**src/rtl/dlfloat_pkg.sv**
```systemverilog
// Shared DLfloat16 definitions: format widths, well-known constants and the
// operand-pair type carried between host-side blocks.
package dlfloat_pkg;

  localparam int DLF_W     = 16;
  localparam int DLF_EXP_W = 6;
  localparam int DLF_MAN_W = 9;
  localparam int DLF_BIAS  = 31;

  localparam logic [DLF_W-1:0] DLF_ZERO = 16'h0000;
  localparam logic [DLF_W-1:0] DLF_NAN  = 16'hFFFF;
  localparam logic [DLF_W-1:0] DLF_ONE  = 16'h3E00;

  typedef struct packed {
    logic [DLF_W-1:0] a;
    logic [DLF_W-1:0] b;
  } dlf_pair_t;

  // Bus slot currently being driven to the MAC wrapper.
  typedef enum logic {
    PH_A = 1'b0,
    PH_B = 1'b1
  } bus_phase_e;

  function automatic logic dlf_is_nan(input logic [DLF_W-1:0] v);
    return v == DLF_NAN;
  endfunction

endpackage

```
**src/rtl/dlfloat_pair_fifo.sv**
```systemverilog
// Small synchronous FIFO of DLfloat16 operand pairs with flush.
// Head is read straight from the array so a pop can launch the pair on the same edge.
module dlfloat_pair_fifo
  import dlfloat_pkg::*;
#(
  parameter int DEPTH = 4
) (
  input  logic                   clk,
  input  logic                   rst_n,
  input  logic                   push,
  input  dlf_pair_t              push_data,
  input  logic                   pop,
  input  logic                   flush,
  output dlf_pair_t              head,
  output logic                   full,
  output logic                   empty,
  output logic [$clog2(DEPTH):0] level
);

  localparam int AW = $clog2(DEPTH);
  localparam logic [AW-1:0] PTR_ONE  = 1;
  localparam logic [AW:0]   LVL_ONE  = 1;
  localparam logic [AW:0]   LVL_FULL = DEPTH[AW:0];

  dlf_pair_t     mem [DEPTH];
  logic [AW-1:0] wr_ptr_reg;
  logic [AW-1:0] rd_ptr_reg;
  logic [AW:0]   level_reg;
  logic          do_push;
  logic          do_pop;

  assign full  = (level_reg == LVL_FULL);
  assign empty = (level_reg == '0);
  assign level = level_reg;
  assign head  = mem[rd_ptr_reg];

  // Flush wins over both operations; the pointers wrap naturally at DEPTH.
  assign do_push = push && !full && !flush;
  assign do_pop  = pop && !empty && !flush;

  always_ff @(posedge clk) begin
    if (do_push) begin
      mem[wr_ptr_reg] <= push_data;
    end
  end

  always_ff @(posedge clk or negedge rst_n) begin
    if (!rst_n) begin
      wr_ptr_reg <= '0;
      rd_ptr_reg <= '0;
      level_reg  <= '0;
    end else if (flush) begin
      wr_ptr_reg <= '0;
      rd_ptr_reg <= '0;
      level_reg  <= '0;
    end else begin
      if (do_push) begin
        wr_ptr_reg <= wr_ptr_reg + PTR_ONE;
      end
      if (do_pop) begin
        rd_ptr_reg <= rd_ptr_reg + PTR_ONE;
      end
      case ({do_push, do_pop})
        2'b10:   level_reg <= level_reg + LVL_ONE;
        2'b01:   level_reg <= level_reg - LVL_ONE;
        default: level_reg <= level_reg;
      endcase
    end
  end

endmodule

```
**src/rtl/dlfloat_operand_tx.sv**
```systemverilog
// Host-side transmitter for the MAC's two-phase operand bus: queues (A,B) pairs
// and drives A then B into free-running alternating slots, with zero bubbles when idle.
module dlfloat_operand_tx
  import dlfloat_pkg::*;
#(
  parameter int DEPTH = 4,
  parameter int CNT_W = 8
) (
  input  logic                   clk,
  input  logic                   rst_n,
  input  logic                   in_valid,
  output logic                   in_ready,
  input  logic [DLF_W-1:0]       in_a,
  input  logic [DLF_W-1:0]       in_b,
  input  logic                   flush,
  output logic [DLF_W-1:0]       bus_out,
  output logic                   phase_out,
  output logic                   pair_sent,
  output logic [$clog2(DEPTH):0] level,
  output logic [CNT_W-1:0]       sent_cnt
);

  localparam logic [CNT_W-1:0] CNT_ONE = 1;

  bus_phase_e       phase_reg;
  logic [DLF_W-1:0] bus_reg;
  logic [DLF_W-1:0] b_hold_reg;
  logic             pair_sent_reg;
  logic [CNT_W-1:0] sent_cnt_reg;

  dlf_pair_t        push_data;
  dlf_pair_t        head;
  logic             fifo_full;
  logic             fifo_empty;
  logic             push;
  logic             pop_slot;
  logic             launch;

  assign in_ready  = !fifo_full && !flush;
  assign push      = in_valid && in_ready;
  assign push_data = '{a: in_a, b: in_b};

  // Pops happen only on the edge that opens an A slot, so a pair always
  // occupies an adjacent A/B slot couple and can never be split.
  assign pop_slot = (phase_reg == PH_B);
  assign launch   = pop_slot && !fifo_empty && !flush;

  dlfloat_pair_fifo #(
    .DEPTH(DEPTH)
  ) u_fifo (
    .clk      (clk),
    .rst_n    (rst_n),
    .push     (push),
    .push_data(push_data),
    .pop      (pop_slot),
    .flush    (flush),
    .head     (head),
    .full     (fifo_full),
    .empty    (fifo_empty),
    .level    (level)
  );

  always_ff @(posedge clk or negedge rst_n) begin
    if (!rst_n) begin
      phase_reg     <= PH_A;
      bus_reg       <= DLF_ZERO;
      b_hold_reg    <= DLF_ZERO;
      pair_sent_reg <= 1'b0;
      sent_cnt_reg  <= '0;
    end else begin
      case (phase_reg)
        PH_A: begin
          // B slot always replays the held operand, even across a flush.
          phase_reg     <= PH_B;
          bus_reg       <= b_hold_reg;
          pair_sent_reg <= 1'b0;
        end
        default: begin
          phase_reg <= PH_A;
          if (launch) begin
            bus_reg       <= head.a;
            b_hold_reg    <= head.b;
            pair_sent_reg <= 1'b1;
            sent_cnt_reg  <= sent_cnt_reg + CNT_ONE;
          end else begin
            bus_reg       <= DLF_ZERO;
            b_hold_reg    <= DLF_ZERO;
            pair_sent_reg <= 1'b0;
          end
        end
      endcase
    end
  end

  assign bus_out   = bus_reg;
  assign phase_out = phase_reg;
  assign pair_sent = pair_sent_reg;
  assign sent_cnt  = sent_cnt_reg;

endmodule
```
**config.mk**
```make
export PLATFORM = sky130hd
export DESIGN_NAME = dlfloat_operand_tx
export DESIGN_NICKNAME = d
export VERILOG_FILES = /design/src/rtl/dlfloat_pkg.sv /design/src/rtl/dlfloat_pair_fifo.sv /design/src/rtl/dlfloat_operand_tx.sv
export SDC_FILE = /design/constraint.sdc
export NUM_CORES = 1
export LEC_CHECK = 0
export BUFFER_PORTS_ARGS = -buffer_cell sky130_fd_sc_hd__buf_2
export CAP_MARGIN = 10
export CORE_UTILIZATION = 25
export CTS_CLUSTER_DIAMETER = 30
export DETAILED_ROUTE_END_ITERATION = 10
export PLACE_DENSITY = 0.52
export SLEW_MARGIN = 20
export SYNTH_ARGS = -nofsm -noshare
export SYNTH_HDL_FRONTEND = slang
export SYNTH_SLANG_ARGS = --single-unit
```
**constraint.sdc**
```tcl
create_clock -name clk -period 2.35 [get_ports clk]
set_input_delay 0 -clock clk [delete_from_list [all_inputs] [get_ports clk]]
set_output_delay 0 -clock clk [all_outputs]
set_load 0.05 [all_outputs]
```
Word level (Yosys, flattened, before mapping)
Memories as Yosys holds them, arrays and structs flattened.
Index checks and enable logic that the tools add are counted.
{ "op_classes": {"n_bitwise": 0, "n_addsub": 5, "multipliers": 0, "n_lt_le_gt_ge": 0, "div_mod_pow": 0, "shifts": 0, "n_reduce_logical": 14, "n_mux": 14, "eq_ne": 3} }
{ "ops": {"columns": ["cell", "count"], "rows": [
  ["16-bit two-way mux", 3],
  ["8-bit by 1-bit adder with 8-bit output (second input constant)", 1],
  ["2-bit two-way mux", 4],
  ["1-bit logical AND", 6],
  ["3-bit one-hot mux with 2 select lines", 1],
  ["1-bit two-way mux", 5],
  ["2-bit by 1-bit adder with 2-bit output (second input constant)", 2],
  ["2-bit nonzero test", 2],
  ["3-bit by 1-bit adder with 3-bit output (second input constant)", 1],
  ["3-bit == test (second input constant)", 1],
  ["1-bit zero test", 3],
  ["3-bit zero test", 1],
  ["3-bit two-way mux", 1],
  ["3-bit nonzero test", 1],
  ["3-bit by 1-bit subtractor with 3-bit output (second input constant)", 1],
  ["2-bit by 1-bit == test with 1-bit output (second input constant)", 1],
  ["2-bit == test (second input constant)", 1],
  ["2-bit AND reduction", 1]
]} }
{ "totals": {"latchBits": 0, "register_bits": 49, "mem_count": 1, "ram_bits": 128, "in_bits": 36, "out_inout_bits": 30, "mem_bits_ro": 0, "elab_cells": 45} }
{ "memory_table": {"columns": ["memory", "words", "word_bits", "read_ports", "rd_ports_with_merged_regs", "wr", "line_no", "rtl"], "rows": [
  ["u_fifo.mem", 4, 32, 1, 0, 1, "dlfloat_pair_fifo.sv:25", "dlf_pair_t mem [DEPTH];"]
]} }

Logic depth before layout (Yosys ltp)
Gate-level depths: netlist of the first run.
{ "depth": {"ltp_word": 9, "mapped_depth": 8, "mapped_depth_nobuf": 7} }

Modules after synthesis
Synthesis of the first run repeated with hierarchy kept, for this count alone.
{ "hier_totals": {"hier_cells": 349, "hier_area_um2": 6766.5} }
{ "modules_own_cells": {"columns": ["module", "area_each_um2", "n_inst", "cells_each"], "rows": [
  ["dlfloat_pair_fifo", 5178.7, 1, 232],
  ["dlfloat_operand_tx", 1587.8, 1, 117]
]} }

Least setup slack after synthesis of the first run
OpenSTA, ideal clock, no wires.
{ "synth_path": {"path_type": "reg-to-reg", "start": "register u_fifo.level_reg[1] (netlist: u_fifo.level[1])", "end": "memory u_fifo.mem[0][0] (netlist bit), enable pin", "path_slack_ps": -50, "arrival_time_ps": 2008, "n_path_buf": 0, "t_required_ps": 1958, "path_stages_with_launch": 4, "setup_time_ps": 392, "synth_period_minus_slack_ps": 2400, "path_cell_list": "dfrtp_1 nor2_2 a21oi_4 and2_1"} }
{ "synth_via": {"elab_chain_cells": 8} }
{ "synth_lines": {"columns": ["element", "line_no", "rtl"], "rows": [
  ["from (decl)", "dlfloat_pair_fifo.sv:28", "logic [AW:0] level_reg;"],
  ["from (signal assigned)", "dlfloat_pair_fifo.sv:64", "2'b10: level_reg <= level_reg + LVL_ONE;"],
  ["from (signal assigned)", "dlfloat_pair_fifo.sv:65", "2'b01: level_reg <= level_reg - LVL_ONE;"],
  ["from (signal assigned)", "dlfloat_pair_fifo.sv:66", "default: level_reg <= level_reg;"],
  ["3-bit == test *", "dlfloat_pair_fifo.sv:32", "assign full = (level_reg == LVL_FULL);"],
  ["1-bit zero test *", "dlfloat_pair_fifo.sv:38, dlfloat_operand_tx.sv:39", null],
  ["1-bit logical AND", "dlfloat_operand_tx.sv:39", "assign in_ready = !fifo_full && !flush;"],
  ["1-bit logical AND", "dlfloat_operand_tx.sv:40", "assign push = in_valid && in_ready;"],
  ["1-bit logical AND * (2 in a row)", "dlfloat_pair_fifo.sv:38", "assign do_push = push && !full && !flush;"],
  ["1-bit two-way mux *", "dlfloat_pair_fifo.sv:42", "if (do_push) begin"],
  ["1-bit two-way mux (implied by the code) *", "dlfloat_pair_fifo.sv:43", "mem[wr_ptr_reg] <= push_data;"],
  ["to (decl)", "dlfloat_pair_fifo.sv:25", null]
]} }
Mark *: on every way between the ends. The rest lies on a longest branch, timed or not.

Worst setup path after layout of the first run
{ "layout_path": {"start": "register u_fifo.level_reg[1] (netlist: u_fifo.level[1])", "end": "register u_fifo.level_reg[2] (netlist: u_fifo.level[2])"} }
{ "layout_via": {"elab_chain_cells": 9, "elab_cells_between_ends": 17, "cone_classes": "add/sub: 2; eq/ne: 3; mux: 2; reduce/logical: 10"} }
{ "layout_lines": {"columns": ["element", "line_no", "rtl"], "rows": [
  ["3-bit == test", "dlfloat_pair_fifo.sv:32", null],
  ["1-bit zero test", "dlfloat_pair_fifo.sv:38, dlfloat_operand_tx.sv:39", null],
  ["1-bit logical AND", "dlfloat_operand_tx.sv:39", null],
  ["1-bit logical AND", "dlfloat_operand_tx.sv:40", null],
  ["1-bit logical AND (2 in a row)", "dlfloat_pair_fifo.sv:38", null],
  ["2-bit by 1-bit == test with 1-bit output or 2-bit == test (tied branches)", "dlfloat_pair_fifo.sv:63", "case ({do_push, do_pop})"],
  ["3-bit one-hot mux with 2 select lines", "dlfloat_pair_fifo.sv:63", null],
  ["3-bit two-way mux", "dlfloat_pair_fifo.sv:52", "end else if (flush) begin"]
]} }
Parallel ways exist; a longest one is shown, timed or not.
A chain may end at the register's enable or synchronous reset.

==> results.md, run 1 <==
* Largest cells by area after synthesis: edfxtp_1, dfrtp_1, mux4_2
* Period utilization at 0.959
* HP Class: in2reg
* Syn Nets at 410
* Status: finished with violations
* Crit Path Category: reg2reg
* Sequential area share after synthesis at 0.754
* Clk slew on worst S/H paths at 0.07 ns
* CTS sink count at 177
* Global-route usage over all layers at 0.106
* Total CTS buffers at 17
* GRT overflow at 0
* DRT Pass-1 Iters at 7
* Min Tclk post-route at between 2 and 2.5 ns
* Multi-input logic area at 1530 um2
* Fillcell total at between 2000 and 3000
* Cell Chain, Critical Path: o31ai_4, or2_1, a21oi_1, fa_1, nor3_1, a311oi_1, nor4b_1
* Synth Flop Type: edfxtp_1
* Count leader, synth: edfxtp_1
* Synthesis warning total at 0
* FMAX at 444 MHz
* Max-slew headroom at 0.583
* Clock latency on the worst-skew pair at roughly 0.43 ns
* # rows at 59
* Die H at 166 um
* Area Growth Syn to Fin at 26.5%
* WL final at about 14 mm
* Util after Layout at 0.324
* Largest net degree at the start of global routing at 38
* WP data arrival at 2.57 ns
* Startpoint types: flop
* Via count at 3446
* Detail Route Antenna Nets at 0
* Initial antenna violation count at 0
* Clock Tree Buf Depth at 2
* Synth top area share at 0.572
* Wire length per cell at 16.3 um
* Detailed placement HPWL at ~8.5 mm
* Max reg flops at 128
* Max-Cap Viols at 0
* Core area at 26200 um2
* Die area at 27500 um2
* Area leader, netlist: edfxtp_1
* CP Capture Type: flop
* First-pass GRT wire length at between 20 and 25 mm
* Synth cell count leaders: edfxtp_1, nand2_1, dfrtp_1, mux4_2, nand2_2
* Unrepaired setup endpoints after global routing: false
* Clock Tree Root: clkbuf_16
* Peak supply drop at roughly 0.00046 V
* Final GP Congestion at 0.720
* NumNets Final at 526
* Fraction of layout cells with a size suffix above 1 at 0.336
* Synth Instances at 368
* Post-CTS sizing at 0
* Via/cell ratio at slightly above 4
* Failing checks: DRC
* FF/Latch Area at slightly above 5000 um2
* Clk_skew at 0.0157 ns
* CTS tree: yes
* Final setup violation count at 0
* Post-Syn Area at 6720 um2
* Residual DRC count at 6
* Die width at 166 um
* Power Density at 914 nW/um2
* Vias in the first global route at 3794
* CTS H-tree depth at 4
* Worst reg-to-reg setup slack at between 0.09 and 0.1 ns
* Async set-or-reset flop fraction in the synthesized netlist at 0.277
* Hold Slack at between 0.06 and 0.07 ns
* I/O pins at 66
* Slowest-stage cell, CP: dfrtp_2
* Initial Util at 0.256
* Static leakage at between 3 and 4 nW
* Number of DRC markers in iteration 0 at about 220
* Critical Path Max Stage Delay at 0.47 ns
* Post-synth cell types at between 40 and 50
* Slew at the pin with the worst max-slew slack at 0.626 ns
* Port bufs at 65
* Final Max Slew Viols at 0
* Synth Register Bits at 177
* Antenna cells at 0
* Sum Neg Setup Slack at 0 ns
* Crit-path max FO at 6
* Final Hold Fails at 0
* Critical path data required time at 2.67 ns
* Synth Area per Inst at 18.3 um2
* Post-synth EDFFs at about 130
-- critical path, delay by kind of cell, from the launching register on --
family / cells / cell delay [ns]
simple gates: 3 / 0.69
fa+ha+maj: 1 / 0.43
flops: 1 / 0.47
compound gates: 3 / 0.56
-- repair_timing --
item | CTS | global route
buffers inserted | 0 | 0
hold buffers | 34 | 0
hold endpoints to repair | 156 | 0
-- cell families (layout without fill, tap and decap cells) --
family / Yosys count / after routing / synth area share
mux: 34 / 34 / 0.110
buf+inv: 20 / 149 / 0.0186
simple gates: 112 / 112 / 0.0769
flops: 177 / 177 / 0.754
fa+ha+maj: 6 / 6 / 0.0123
xor+xnor: 10 / 10 / 0.0153
compound gates: 9 / 9 / 0.0121
-- worst paths after layout --
kind,cells past startpoint,startpoint,to
worst max-delay path,7,u_fifo.level[1],u_fifo.level[2]
max in group asynchronous,3,rst_n,b_hold_reg[6]
worst min register to register,2,b_hold_reg[11],b_hold_reg[11]
worst min-delay path,3,in_valid,u_fifo.level[2]
worst max register to register,7,u_fifo.level[1],u_fifo.level[2]
min in group asynchronous,2,rst_n,sent_cnt[5]
-- report_power, final --
part	leakage, nW	total [mW]	internal, mW	switching (mW)
sequential	1.82	3.70	3.58	0.123
clock	0.301	2.88	1.47	1.41
combinational	1.16	1.19	0.428	0.762
total	3.28	7.77	5.48	2.29
-- cells in the final DEF, fill, tap and decap left out, types with 6 or more instances in the layout --
cell | Yosys | final
edfxtp_1 | 128 | 128
nand2_1 | 78 | 78
buf_2 | 4 | 65
dfrtp_1 | 49 | 45
dlygate4sd3_1 | 0 | 34
mux4_2 | 32 | 32
clkbuf_16 | 0 | 17
nand2_2 | 9 | 9
xnor2_1 | 7 | 7
buf_4 | 1 | 7
clkinv_8 | 0 | 6
-- layer usage --
metal  wire length [um]  global-route usage
met1               6080               0.134
met2               6720               0.175
met3                563              0.0269
met4                177              0.0402
met5                  0                   0
-- through the flow --
| step | area, um2 | setup slack [ns] | instances | power [mW] |
|---|---|---|---|---|
| 2_1_floorplan | 6730 | 0.0189 | 368 | 4.62 |
| 4_1_cts | 8500 | 0.0781 | 832 | 7.90 |
| 3_5_place_dp | 7530 | 0.0938 | 766 | 4.95 |
| 5_1_grt | 8500 | 0.0286 | 832 | 8.10 |
| 3_3_place_gp | 7530 | 0.215 | 766 | 4.91 |
| 6_report | 8500 | 0.0961 | 832 | 7.77 |
-- area by class of cell --
type,count,share of cell area
Clock buffer,17,0.0501
Clock inverter,15,0.0237
Multi-Input combinational cell,171,0.180
Sequential cell,177,0.597
Tap cell,335,0.0493
Timing Repair Buffer,111,0.0963
Inverter,6,0.00353
Power figures use the tool's default switching activity.
==> run 2: changes to the inputs <==
--- a/config.mk
+++ b/config.mk
@@ -5,13 +5,13 @@
 export SDC_FILE = /design/constraint.sdc
 export NUM_CORES = 1
 export LEC_CHECK = 0
+export ABC_AREA = 1
 export BUFFER_PORTS_ARGS = -buffer_cell sky130_fd_sc_hd__buf_2
 export CAP_MARGIN = 10
 export CORE_UTILIZATION = 25
 export CTS_CLUSTER_DIAMETER = 30
 export DETAILED_ROUTE_END_ITERATION = 10
 export PLACE_DENSITY = 0.52
-export SLEW_MARGIN = 20
 export SYNTH_ARGS = -nofsm -noshare
 export SYNTH_HDL_FRONTEND = slang
 export SYNTH_SLANG_ARGS = --single-unit
==> run 2 against run 1 <==
Total power grew 7.0%. Non-clock buffer count shrank 1. Count of clock-buffer cells in the layout grew 2. Cell count grew 27%. Worst setup slack gained 0.25 ns. The flow now finishes without violations.
==> results.md, run 2 <==
* Placed cells at 988 (was 766)
* Static leakage at 3.67 nW (was 3.28 nW)
* Final Max Slew Viols at 0 (unchanged)
* Post-CTS setup buffer count at 0 (unchanged)
* Synth Instances at 567 (was 368)
* DRT Pass-1 Iters at 4 (was 7)
* Final setup violation count at 0 (unchanged)
* Post-synth EDFFs at 128 (unchanged)
* Unrepaired setup endpoints after global routing: false (unchanged)
* Post-Syn Area at 6930 um2 (was 6720 um2)
* Synth Register Bits at 177 (unchanged)
* Fraction of layout cells with a size suffix above 1 at 0.182 (was 0.336)
* Async set-or-reset flop fraction in the synthesized netlist at 0.277 (unchanged)
* Final non-filler cell total at 1056 (was 832)
* Clock Tree Buf Depth at 2 (unchanged)
* CTS tree: yes (unchanged)
* I/O pins at 66 (unchanged)
* First-pass GRT wire length at 24.2 mm (was 21.6 mm)
* Initial antenna violation count at 1 (was 0)
* Detail Route Antenna Nets at 0 (unchanged)
* Slew at the pin with the worst max-slew slack at 0.601 ns (was 0.626 ns)
* Via/cell ratio at 4.03 (was 4.14)
* Clock latency on the worst-skew pair at 0.42 ns (was 0.43 ns)
* Synth Area per Inst at 12.2 um2 (was 18.3 um2)
* Crit-path max FO at 6 (unchanged)
* CTS sink count at 177 (unchanged)
* Post-CTS sizing at 0 (unchanged)
* Clk_skew at 0.00956 ns (was 0.0157 ns)
* Vias in the first global route at 4427 (was 3794)
* Hold_buf cts at 35 (was 34)
* Hold Slack at 0.140 ns (was 0.0680 ns)
* Sequential area share after synthesis at 0.732 (was 0.754)
* Clk slew on worst S/H paths at 0.06 ns (was 0.07 ns)
* Core area at 27100 um2 (was 26200 um2)
* CTS H-tree depth at 4 (unchanged)
* Peak supply drop at 0.000504 V (was 0.000456 V)
* NumNets Final at 712 (was 526)
* Synth top area share at 0.555 (was 0.572)
* Via count at 4251 (was 3446)
* Startpoint types: flop (unchanged)
* Count leader, synth: nand2_1 (was edfxtp_1)
* Total CTS buffers at 17 (unchanged)
* Die H at 168 um (was 166 um)
* WL final at 14.9 mm (was 13.5 mm)
* Post-synth cell types at 28 (was 42)
* Critical path data required time at 2.66 ns (was 2.67 ns)
* Synthesis warning total at 0 (unchanged)
* Synth Flop Type: edfxtp_1 (unchanged)
* Global-route usage over all layers at 0.113 (was 0.106)
* Final Hold Fails at 0 (unchanged)
* Area leader, netlist: edfxtp_1 (unchanged)
* HP Class: in2async (was in2reg)
* Detailed placement HPWL at 8.40 mm (was 8.47 mm)
* Max-slew headroom at 0.597 (was 0.583)
* Min Tclk post-route at 2.00 ns (was 2.25 ns)
* FMAX at 500 MHz (was 444 MHz)
* Max-Cap Viols at 0 (unchanged)
* Largest net degree at the start of global routing at 94 (was 38)
* Util after Layout at 0.321 (was 0.324)
* Synth cell count leaders: nand2_1, edfxtp_1, nand3_1, dfrtp_1, inv_1 (was edfxtp_1, nand2_1, dfrtp_1, mux4_2, nand2_2)
* Status: completed (was finished with violations)
* Clock Tree Root: clkbuf_16 (unchanged)
* CP Capture Type: flop (unchanged)
* Number of DRC markers in iteration 0 at 271 (was 215)
* GRT overflow at 0 (unchanged)
* Crit Path Category: reg2reg (unchanged)
* Syn Nets at 609 (was 410)
* Initial Util at 0.256 (about the same)
* Wire length per cell at 14.1 um (was 16.3 um)
* Most frequent cells in the layout: nand2_1, edfxtp_1, nand3_1 (was edfxtp_1, nand2_1, buf_2)
* Commonest non-fill, non-tap cell in the layout: nand2_1 (was edfxtp_1)
* Power Density at 956 nW/um2 (was 914 nW/um2)
* Max reg flops at 128 (unchanged)
* Die width at 168 um (was 166 um)
* Residual DRC count at 0 (was 6)
* Die area at 28400 um2 (was 27500 um2)
* WP data arrival at 2.30 ns (was 2.57 ns)
* Final GP Congestion at 0.756 (was 0.720)
* Port bufs at 65 (unchanged)
* # rows at 60 (was 59)
* Largest cells by area after synthesis: edfxtp_1, dfrtp_1, nand2_1 (was edfxtp_1, dfrtp_1, mux4_2)
* Area Growth Syn to Fin at 25.4% (was 26.5%)
* Period utilization at 0.851 (was 0.959)
run 2: cell count changes in the layout (fill, tap and decap cells not counted), moves of 5 or more:
cell	before	now
nand2_1	78	134
mux4_2	32	0
nand3_1	1	71
inv_1	4	48
nand2_2	9	3
clkinv_8	6	0
o21ai_0	2	38
xnor2_1	7	2
a21oi_1	2	35
run 2: final timing paths:
kind | start | end | slack [ns] | cells past startpoint
worst max-delay path | u_fifo.level[0] | u_fifo.level[2] | 0.35 | 13
worst min-delay path | rst_n | phase_out | 0.14 | 3
worst max register to register | u_fifo.level[0] | u_fifo.level[2] | 0.35 | 13
worst min register to register | b_hold_reg[7] | b_hold_reg[7] | 0.48 | 2
max in group asynchronous | rst_n | u_fifo.rd_ptr_reg[0] | 1.54 | 3
min in group clk | in_valid | u_fifo.wr_ptr_reg[1] | 0.14 | 5
run 2: cell families (layout without fill, tap and decap cells):
group	count (synthesis)	in the layout	synth area share
adder cells (fa/ha/maj)	6	6	0.0119
AND/OR/NAND/NOR	225	225	0.146
AO/OA/AOI/OAI	73	73	0.0527
other	0	1	0
buffers and inverters	79	195	0.0480
XOR/XNOR	7	7	0.00993
flip-flops	177	177	0.732
run 2: where the power goes:
| group | switching (mW) | internal [mW] | leakage, nW | total (mW) |
|---|---|---|---|---|
| clock network | 1.19 | 1.51 | 0.266 | 2.70 |
| registers | 0.166 | 3.69 | 1.81 | 3.85 |
| logic | 1.28 | 0.479 | 1.59 | 1.76 |
run 2: layer usage:
| layer | GRT usage | up-vias | share of wire |
|---|---|---|---|
| met4 | 0.0277 | 0 | 0.0054 |
| li1 | - | 2144 | - |
| met1 | 0.153 | 2020 | 0.48 |
| met2 | 0.177 | 82 | 0.47 |
| met3 | 0.0323 | 5 | 0.044 |
| met5 | 0 | - | 0 |
run 2: through the flow:
step	setup TNS, ns	power (mW)	cell area [um2]	worst slack [ns]
floorplan	-66.58	5.15	6930	-0.520
global placement	0	5.64	7770	0.376
detailed placement	0	5.65	7770	0.364
CTS	0	8.42	8690	0.345
global route	0	8.76	8690	0.0616
finish	0	8.31	8690	0.351
run 2: worst max-delay path, stage by stage (launching register included):
cell	delay (ns)
dfrtp_1	0.43
nor2_1	0.20
nand2_1	0.09
nand2_2	0.14
nor2_8	0.05
nand2_4	0.09
inv_1	0.06
fa_1	0.37
xnor2_1	0.20
inv_1	0.06
nand2_1	0.06
nand2_1	0.04
nand3_1	0.06
nand2_1	0.04
run 2: area by class of cell:
cell class | instances | area [um2]
well taps | 372 | 465
repair buffers | 110 | 826
flip-flops and latches | 177 | 5070
inverters | 53 | 201
diodes | 1 | 2.50
multi-input cells | 311 | 1560
fillers | 2732 | 18400
clock inverters | 13 | 125
clock buffers | 19 | 443
